[config.mk]
export PLATFORM = sky130hd
export DESIGN_NAME = flash_bus_ctrl
export DESIGN_NICKNAME = d
export VERILOG_FILES = /design/src/rtl/flash_bus_ctrl.sv
export SDC_FILE = /design/constraint.sdc
export NUM_CORES = 1
export LEC_CHECK = 0
export CAP_MARGIN = 5
export CORE_MARGIN = 3
export CORE_UTILIZATION = 45
export DETAILED_ROUTE_END_ITERATION = 8
export HOLD_SLACK_MARGIN = 0.02
export PLACE_DENSITY = 0.87
export SETUP_SLACK_MARGIN = 0.2
export SYNTH_ARGS = -nofsm -noshare
export SYNTH_HDL_FRONTEND = slang
export SYNTH_SLANG_ARGS = --single-unit
[constraint.sdc]
create_clock -name i_clk40 -period 2.4 [get_ports i_clk40]
set_input_delay 0.36 -clock i_clk40 [delete_from_list [all_inputs] [get_ports i_clk40]]
set_output_delay 0.36 -clock i_clk40 [all_outputs]
set_load 0.005 [all_outputs]
[src/rtl/flash_bus_ctrl.sv]
// flash_bus_ctrl: 68040 local-bus controller for the parallel boot/config flash.
// Decodes a flash-space cycle, sequences read/write strobes with programmable
// wait states, holds the flash in reset after power-on, gates write protect and
// returns a one-cycle acknowledge to the bus terminator.
// Optional build macro: FLASH_RDY_POLL_EN adds F_RDY polling with a timeout
// after every write (and before reads while the flash reports busy).
`timescale 1ns/1ps
module flash_bus_ctrl #(
  parameter int ADDR_W      = 23,
  parameter int RD_WAIT     = 4,
  parameter int WR_SETUP    = 1,
  parameter int WR_PULSE    = 3,
  parameter int WR_HOLD     = 1,
  parameter int RST_CYCLES  = 20,
  parameter int RDY_TIMEOUT = 1024
) (
  input  logic            i_clk40,
  input  logic            i_reset,
  input  logic            i_tsn,
  input  logic            i_rnw,
  input  logic            i_flash_space,
  input  logic [ADDR_W:1] i_a,
  input  logic            i_wp_unlock,
  input  logic            i_f_rdy,
  output logic [ADDR_W:1] o_f_a,
  output logic            o_f_enn,
  output logic            o_f_wpn,
  output logic            o_f_readn,
  output logic            o_f_writen,
  output logic            o_f_rstn,
  output logic            o_f_ack,
  output logic            o_wr_denied,
  output logic            o_timeout
);

  function automatic int max2(input int x, input int y);
    return (x > y) ? x : y;
  endfunction

  localparam int MAX_P = max2(max2(max2(RD_WAIT, WR_SETUP), max2(WR_PULSE, WR_HOLD)),
                              max2(RST_CYCLES, RDY_TIMEOUT));
  localparam int CW = $clog2(MAX_P) + 1;

  localparam logic [CW-1:0] C_ONE = CW'(1);
  localparam logic [CW-1:0] C_RST = CW'(RST_CYCLES);
  localparam logic [CW-1:0] C_RD  = CW'(RD_WAIT);
  localparam logic [CW-1:0] C_WS  = CW'(WR_SETUP);
  localparam logic [CW-1:0] C_WP  = CW'(WR_PULSE);
  localparam logic [CW-1:0] C_WH  = CW'(WR_HOLD);
`ifdef FLASH_RDY_POLL_EN
  localparam logic [CW-1:0] C_TO  = CW'(RDY_TIMEOUT);
`endif

  typedef enum logic [2:0] {
    RSTP = 3'd0,
    IDLE = 3'd1,
    RD   = 3'd2,
    WS   = 3'd3,
    WP   = 3'd4,
    WH   = 3'd5,
    BUSY = 3'd6,
    ACK  = 3'd7
  } state_t;

  state_t          r_state;
  state_t          w_next_state;
  logic [CW-1:0]   r_cnt;
  logic [CW-1:0]   w_next_cnt;
  logic            w_latch;
  logic            w_set_denied;
  logic [ADDR_W:1] r_f_a;
  logic            r_wr_denied;
  logic            r_f_enn;
  logic            r_f_readn;
  logic            r_f_writen;
  logic            r_f_rstn;
  logic            r_f_wpn;
  logic            r_f_ack;
  logic            w_next_enn;
  logic            w_next_readn;
  logic            w_next_writen;
  logic            w_next_rstn;
  logic            w_next_wpn;
  logic            w_next_ack;

`ifdef FLASH_RDY_POLL_EN
  logic r_rdy_meta;
  logic r_rdy_sync;
  logic r_rnw;
  logic r_timeout;
  logic w_set_timeout;

  // Double-flop the asynchronous F_RDY into the CLK40 domain.
  always_ff @(posedge i_clk40 or posedge i_reset) begin
    if (i_reset) begin
      r_rdy_meta <= 1'b0;
      r_rdy_sync <= 1'b0;
    end else begin
      r_rdy_meta <= i_f_rdy;
      r_rdy_sync <= r_rdy_meta;
    end
  end

  // Remember the cycle direction (BUSY must know whether a read follows) and the sticky timeout.
  always_ff @(posedge i_clk40 or posedge i_reset) begin
    if (i_reset) begin
      r_rnw     <= 1'b1;
      r_timeout <= 1'b0;
    end else begin
      if (w_latch) begin
        r_rnw <= i_rnw;
      end
      if (w_set_timeout) begin
        r_timeout <= 1'b1;
      end
    end
  end

  assign o_timeout = r_timeout;
`else
  logic w_unused_rdy;
  assign w_unused_rdy = i_f_rdy;
  assign o_timeout    = 1'b0;
`endif

  // Next-state and counter reload: each timed state loads its count on entry and exits when the count reaches 1.
  always_comb begin
    w_next_state = r_state;
    w_next_cnt   = r_cnt - C_ONE;
    w_latch      = 1'b0;
    w_set_denied = 1'b0;
`ifdef FLASH_RDY_POLL_EN
    w_set_timeout = 1'b0;
`endif
    case (r_state)
      RSTP: begin
        if (r_cnt == C_ONE) begin
          w_next_state = IDLE;
        end else begin
          w_next_state = RSTP;
        end
      end
      IDLE: begin
        w_next_cnt = r_cnt;
        if (!i_tsn && i_flash_space) begin
          w_latch = 1'b1;
          if (i_rnw) begin
`ifdef FLASH_RDY_POLL_EN
            if (!r_rdy_sync) begin
              w_next_state = BUSY;
              w_next_cnt   = C_TO;
            end else begin
              w_next_state = RD;
              w_next_cnt   = C_RD;
            end
`else
            w_next_state = RD;
            w_next_cnt   = C_RD;
`endif
          end else if (i_wp_unlock) begin
            w_next_state = WS;
            w_next_cnt   = C_WS;
          end else begin
            // Locked write: drop it, flag it, still terminate the bus cycle.
            w_next_state = ACK;
            w_set_denied = 1'b1;
          end
        end else begin
          w_next_state = IDLE;
        end
      end
      RD: begin
        if (r_cnt == C_ONE) begin
          w_next_state = ACK;
        end else begin
          w_next_state = RD;
        end
      end
      WS: begin
        if (r_cnt == C_ONE) begin
          w_next_state = WP;
          w_next_cnt   = C_WP;
        end else begin
          w_next_state = WS;
        end
      end
      WP: begin
        if (r_cnt == C_ONE) begin
          w_next_state = WH;
          w_next_cnt   = C_WH;
        end else begin
          w_next_state = WP;
        end
      end
      WH: begin
        if (r_cnt == C_ONE) begin
`ifdef FLASH_RDY_POLL_EN
          w_next_state = BUSY;
          w_next_cnt   = C_TO;
`else
          w_next_state = ACK;
`endif
        end else begin
          w_next_state = WH;
        end
      end
`ifdef FLASH_RDY_POLL_EN
      BUSY: begin
        if (r_rdy_sync) begin
          w_next_state = r_rnw ? RD : ACK;
          w_next_cnt   = C_RD;
        end else if (r_cnt == C_ONE) begin
          // Flash never reported ready: flag it and finish the cycle anyway.
          w_set_timeout = 1'b1;
          w_next_state  = r_rnw ? RD : ACK;
          w_next_cnt    = C_RD;
        end else begin
          w_next_state = BUSY;
        end
      end
`endif
      ACK: begin
        w_next_state = IDLE;
        w_next_cnt   = r_cnt;
      end
      default: begin
        w_next_state = IDLE;
        w_next_cnt   = r_cnt;
      end
    endcase
  end

  // Strobe decode from the next state so the registered outputs line up with the state register.
  always_comb begin
    w_next_enn    = !((w_next_state == RD) || (w_next_state == WS) ||
                      (w_next_state == WP) || (w_next_state == WH));
    w_next_readn  = (w_next_state != RD);
    w_next_writen = (w_next_state != WP);
    w_next_rstn   = (w_next_state != RSTP);
    w_next_ack    = (w_next_state == ACK);
    w_next_wpn    = (w_next_state == RSTP) ? 1'b0 : i_wp_unlock;
  end

  // State, counter, latched address, sticky denial flag and registered strobes.
  always_ff @(posedge i_clk40 or posedge i_reset) begin
    if (i_reset) begin
      r_state     <= RSTP;
      r_cnt       <= C_RST;
      r_f_a       <= {ADDR_W{1'b0}};
      r_wr_denied <= 1'b0;
      r_f_enn     <= 1'b1;
      r_f_readn   <= 1'b1;
      r_f_writen  <= 1'b1;
      r_f_rstn    <= 1'b0;
      r_f_wpn     <= 1'b0;
      r_f_ack     <= 1'b0;
    end else begin
      r_state    <= w_next_state;
      r_cnt      <= w_next_cnt;
      if (w_latch) begin
        r_f_a <= i_a;
      end
      if (w_set_denied) begin
        r_wr_denied <= 1'b1;
      end
      r_f_enn    <= w_next_enn;
      r_f_readn  <= w_next_readn;
      r_f_writen <= w_next_writen;
      r_f_rstn   <= w_next_rstn;
      r_f_wpn    <= w_next_wpn;
      r_f_ack    <= w_next_ack;
    end
  end

  assign o_f_a       = r_f_a;
  assign o_f_enn     = r_f_enn;
  assign o_f_readn   = r_f_readn;
  assign o_f_writen  = r_f_writen;
  assign o_f_rstn    = r_f_rstn;
  assign o_f_wpn     = r_f_wpn;
  assign o_f_ack     = r_f_ack;
  assign o_wr_denied = r_wr_denied;

endmodule

# Yosys cells after proc, flatten, opt, wreduce, memory -nomap -nowiden
# Index checks and enable logic that the tools add are counted.
# Widths: inputs -> output; s select.
[word_totals] input_bits=30 output_inout_bits=31 regBits=44 elab_cells=60
[op_classes] muxes=22 n_reduce_logical=12 add_sub_neg=1 eq_ne=15
[ops] operator="$mux 11" n=5
[ops] operator="$pmux 11 s4" n=1
[ops] operator="$pmux 3 s6" n=1
[ops] operator="$eq 3x3->1 const B" n=5
[ops] operator="$mux 3" n=5
[ops] operator="$eq 3x2->1 const B" n=4
[ops] operator="$eq 11x1->1 const B" n=1
[ops] operator="$sub 11x1->11 const B" n=1
[ops] operator="$mux 1" n=9
[ops] operator="$logic_not 3->1" n=2
[ops] operator="$ne 3x3->1 const B" n=2
[ops] operator="$reduce_bool 4->1" n=1
[ops] operator="$eq 3x1->1 const B" n=1
[ops] operator="$logic_or 1x1->1" n=3
[ops] operator="$ne 3x2->1 const B" n=1
[ops] operator="$reduce_and 3->1" n=1
[ops] operator="$reduce_bool 3->1" n=1
[ops] operator="$reduce_or 3->1" n=1
[ops] operator="$logic_not 1->1" n=2
[ops] operator="$mux 2" n=1
[ops] operator="$ne 2x2->1 const B" n=1
[ops] operator="$logic_and 1x1->1" n=1

# Longest topological paths before layout
[logic_depth] depth_word=9 ltp_mapped=8 ltp_nobuf=7

# Least setup slack after synthesis
# No wires, ideal clock.
[synth_path] kind="flip-flop to flip-flop" startpoint="register r_cnt[1]" endpoint="register r_cnt[9]" path_buffers=1 setup_time_ps=121 path_slack_ps=705 required_time_ps=2279 path_stages_with_launch=8 synth_period_minus_slack_ps=1695 arrival_ps=1574 cell_sequence="dfrtp_1 -> inv_1 -> ha_1 -> nor4b_1 -> a21boi_2 -> a21oi_2 -> buf_6 -> a22o_1"
[synth_via] elab_chain_cells=3 elab_cells_between_ends=5 classes_between="add/sub (1); eq/ne (1); mux (3)"
[synth_lines] item="start, declared" line="67" source="logic [CW-1:0] r_cnt;"
[synth_lines] item="start signal, assigned" line="259" source="r_cnt <= w_next_cnt;"
[synth_lines] item="$sub 11x1->11 or $eq 11x1->1 (tied branches)" line="129, 180, 188"
[synth_lines] item="$mux 11 (on tied branches)" line="188, 180"
[synth_lines] item="$pmux 11 s4 *" line="135" source="case (r_state)"
# Every way passes the cells marked *; elsewhere a longest branch is shown, timed or not.
# A chain may end at the register's enable or synchronous reset.

# Worst setup path in the final report
[layout_path] startpoint="register r_cnt[1]" endpoint="register r_cnt[6]"
# The elaborated chain is that of the path after synthesis.

==> out/metrics.cfg <==
[status]
outcome=finished, final reports clean

[cts]
ctsLongestPathBuffers=2
cts_sinks=44
cts_setup_buffers=0
cts_tree=done
cts_buffers=5
cts-root-buf=clkbuf_8
clkTransAtPathRegs_ps=70
htree_levels=2
postCtsHoldBufs=0
clk_latency_ps=290
post_cts_resized=0

[global_route]
grt_pass1_wl_mm=7.22
use_met1=0.223
first_global_vias=1541
use_met2=0.271
gr-total-overflow=0
busiest_layer=met2
antenna_found_initial=0
use_met3=0.0405
grt_use_total=0.169
grt_max_degree=45

[route]
vias_per_cell=5.48
drt_iter0_drc=93
drc=0
routed_wl_mm=4.46
wl_per_cell_um=15.1
postRouteAntennaNets=0
vias=1621
dr.pass1.iters=4

[logic_synthesis]
synth_cell_type_count=46
yosysTopAreaCellShare=0.469
syn_area_mm2=0.00208
ys_warn_count=0
synth_top_family_by_area=simple AND/OR/NAND/NOR gates
synth_area_leader_cell=dfrtp_1
yosys-top-cells-area=dfrtp_1, mux2_2, dfstp_2, nand2_1, nor2_1
synthAdderAreaFrac=0.0120
async_flop_share=1.00
ys_seq_area_frac=0.532
syn_nets=217
ys.flop_type=dfrtp_1
synth-edff-count=0
postSynthAreaPerCell_um2=11.3
syn_inst=185
synth.area.mux_share=0.134
synth_simple_gate_area_frac=0.147
ys_seq_elements=44
synth_xor_xnor_area_share=0
synth_compound_area_frac=0.135

[floorplanning]
core_area_mm2=0.00441
dieWidth_um=74.0
start_util=0.472
die_y_um=74.0
row_count=24
io_pins=61
die_area_mm2=0.00548

[cells_and_area]
final_cells=296
antenna_cells=0
syn2layout_area_growth_pct=35.8
mostFrequentLayoutCell=clkdlybuf4s50_1
fin_nets=276
fillers=337
final_cell_mix=clkdlybuf4s50_1, dfrtp_1, mux2_2, nand2_1, nor2_1
drive_gt1_frac=0.184

[timing]
fin_crit_sh=0.842
fin_crit_ps=2020
setup-violations-final=0
worst_pin_slew_ps=649
finalHoldViolations=0
tns_ps=0
drv_slew=0
fin_skew_ps=7.21
slew_headroom=0.567
max_freq_mhz=495
rsz0062_at_grt=no

[placement]
dp_cells=289
portBuffers=58
post-dp-hpwl_mm=3.26
gp_congestion=0.801

[worst_setup_path]
r2r_slack_ps=380
crit_required_ps=2600
crit_fanout=16
path_class=reg2reg
endpoint_kind=flip-flop
cp.arrival_ps=2230
cp-start-kind=flip-flop

[min_path]
hold_path_class=reg2reg

[flow_run]
drv_cap=0

[power]
worst_ir_drop_vdd_mv=0.415
power_density_mw_per_mm2=1180
leakagePower_nw=1.20

==> synthesized netlist by cell type (5+ instances only) <==
master,number
nand2_1,14
nor2_1,12
dfrtp_1,39
nand2b_1,6
mux2_2,23
nand3_1,6
inv_1,9
dfstp_2,5
a21oi_1,6
o21ai_0,5
==> per-stage QoR <==
stage	total power (W)	utilization	worst slack (ps)	hold slack, ps	instance area (um^2)
after detailed placement	0.00271	0.611	396	451	2700
after global placement	0.00265	0.611	453	452	2700
final	0.00333	0.640	379	473	2830
after floorplan	0.00204	-	705	452	2080
after global routing	0.00357	0.640	233	512	2830
after CTS	0.00337	0.640	380	474	2830
==> area by class of cell <==
type | count | area [um^2] | share of cell area
clock inverters | 2 | 60.1 | 0.0212
repair buffers | 60 | 596 | 0.211
multi-input cells | 124 | 896 | 0.317
inverters | 9 | 33.8 | 0.0120
flip-flops and latches | 44 | 1110 | 0.392
clock buffers | 5 | 68.8 | 0.0243
well taps | 52 | 65.1 | 0.0230
==> sequential cells by signal, summed over array words and instances (netlist names) <==
register / cells
o_wr_denied: 1
o_f_a: 23
o_f_writen: 1
o_f_ack: 1
r_state: 3
o_f_wpn: 1
r_cnt: 11
o_f_enn: 1
o_f_readn: 1
o_f_rstn: 1
==> worst max-delay path, stage by stage (launching register included) <==
cell and delay (ps):
dfrtp_1 440, inv_1 90, ha_1 170, nor4b_1 160
a21boi_2 170, a21oi_2 520, nand2_1 170, o22ai_1 210
==> kinds of logic after synthesis <==
group | count (synthesis)
buffers and inverters | 17
adder cells (fa/ha/maj) | 2
multiplexers | 25
AND/OR/NAND/NOR | 57
AO/OA/AOI/OAI | 39
flip-flops | 44
other | 1
==> metal layers <==
| metal | vias up | share of wire |
|---|---|---|
| li1 | 776 | - |
| met1 | 765 | 0.42 |
| met2 | 71 | 0.46 |
| met3 | 9 | 0.11 |
| met4 | 0 | 0.015 |
| met5 | - | 0 |
==> path summary, 6_finish.rpt <==
| check | from | end | cells past startpoint |
|---|---|---|---|
| worst max-delay path | r_cnt[1] | r_cnt[6] | 7 |
| worst min-delay path | o_wr_denied | o_wr_denied | 1 |
| worst max register to register | r_cnt[1] | r_cnt[6] | 7 |
| worst min register to register | o_wr_denied | o_wr_denied | 1 |
| max in group asynchronous | i_reset | r_cnt[4] | 3 |
| min in group asynchronous | i_reset | o_f_a[4] | 3 |
==> power by group <==
part | total, W | internal (W) | switching (W) | leakage (nW)
Combinational | 0.00133 | 0.000823 | 0.000505 | 0.599
Clock | 0.000648 | 0.000409 | 0.000238 | 0.0642
Sequential | 0.00136 | 0.00110 | 0.000259 | 0.537
Total | 0.00333 | 0.00233 | 0.00100 | 1.20
No activity file was read; power rests on OpenSTA's default activity.
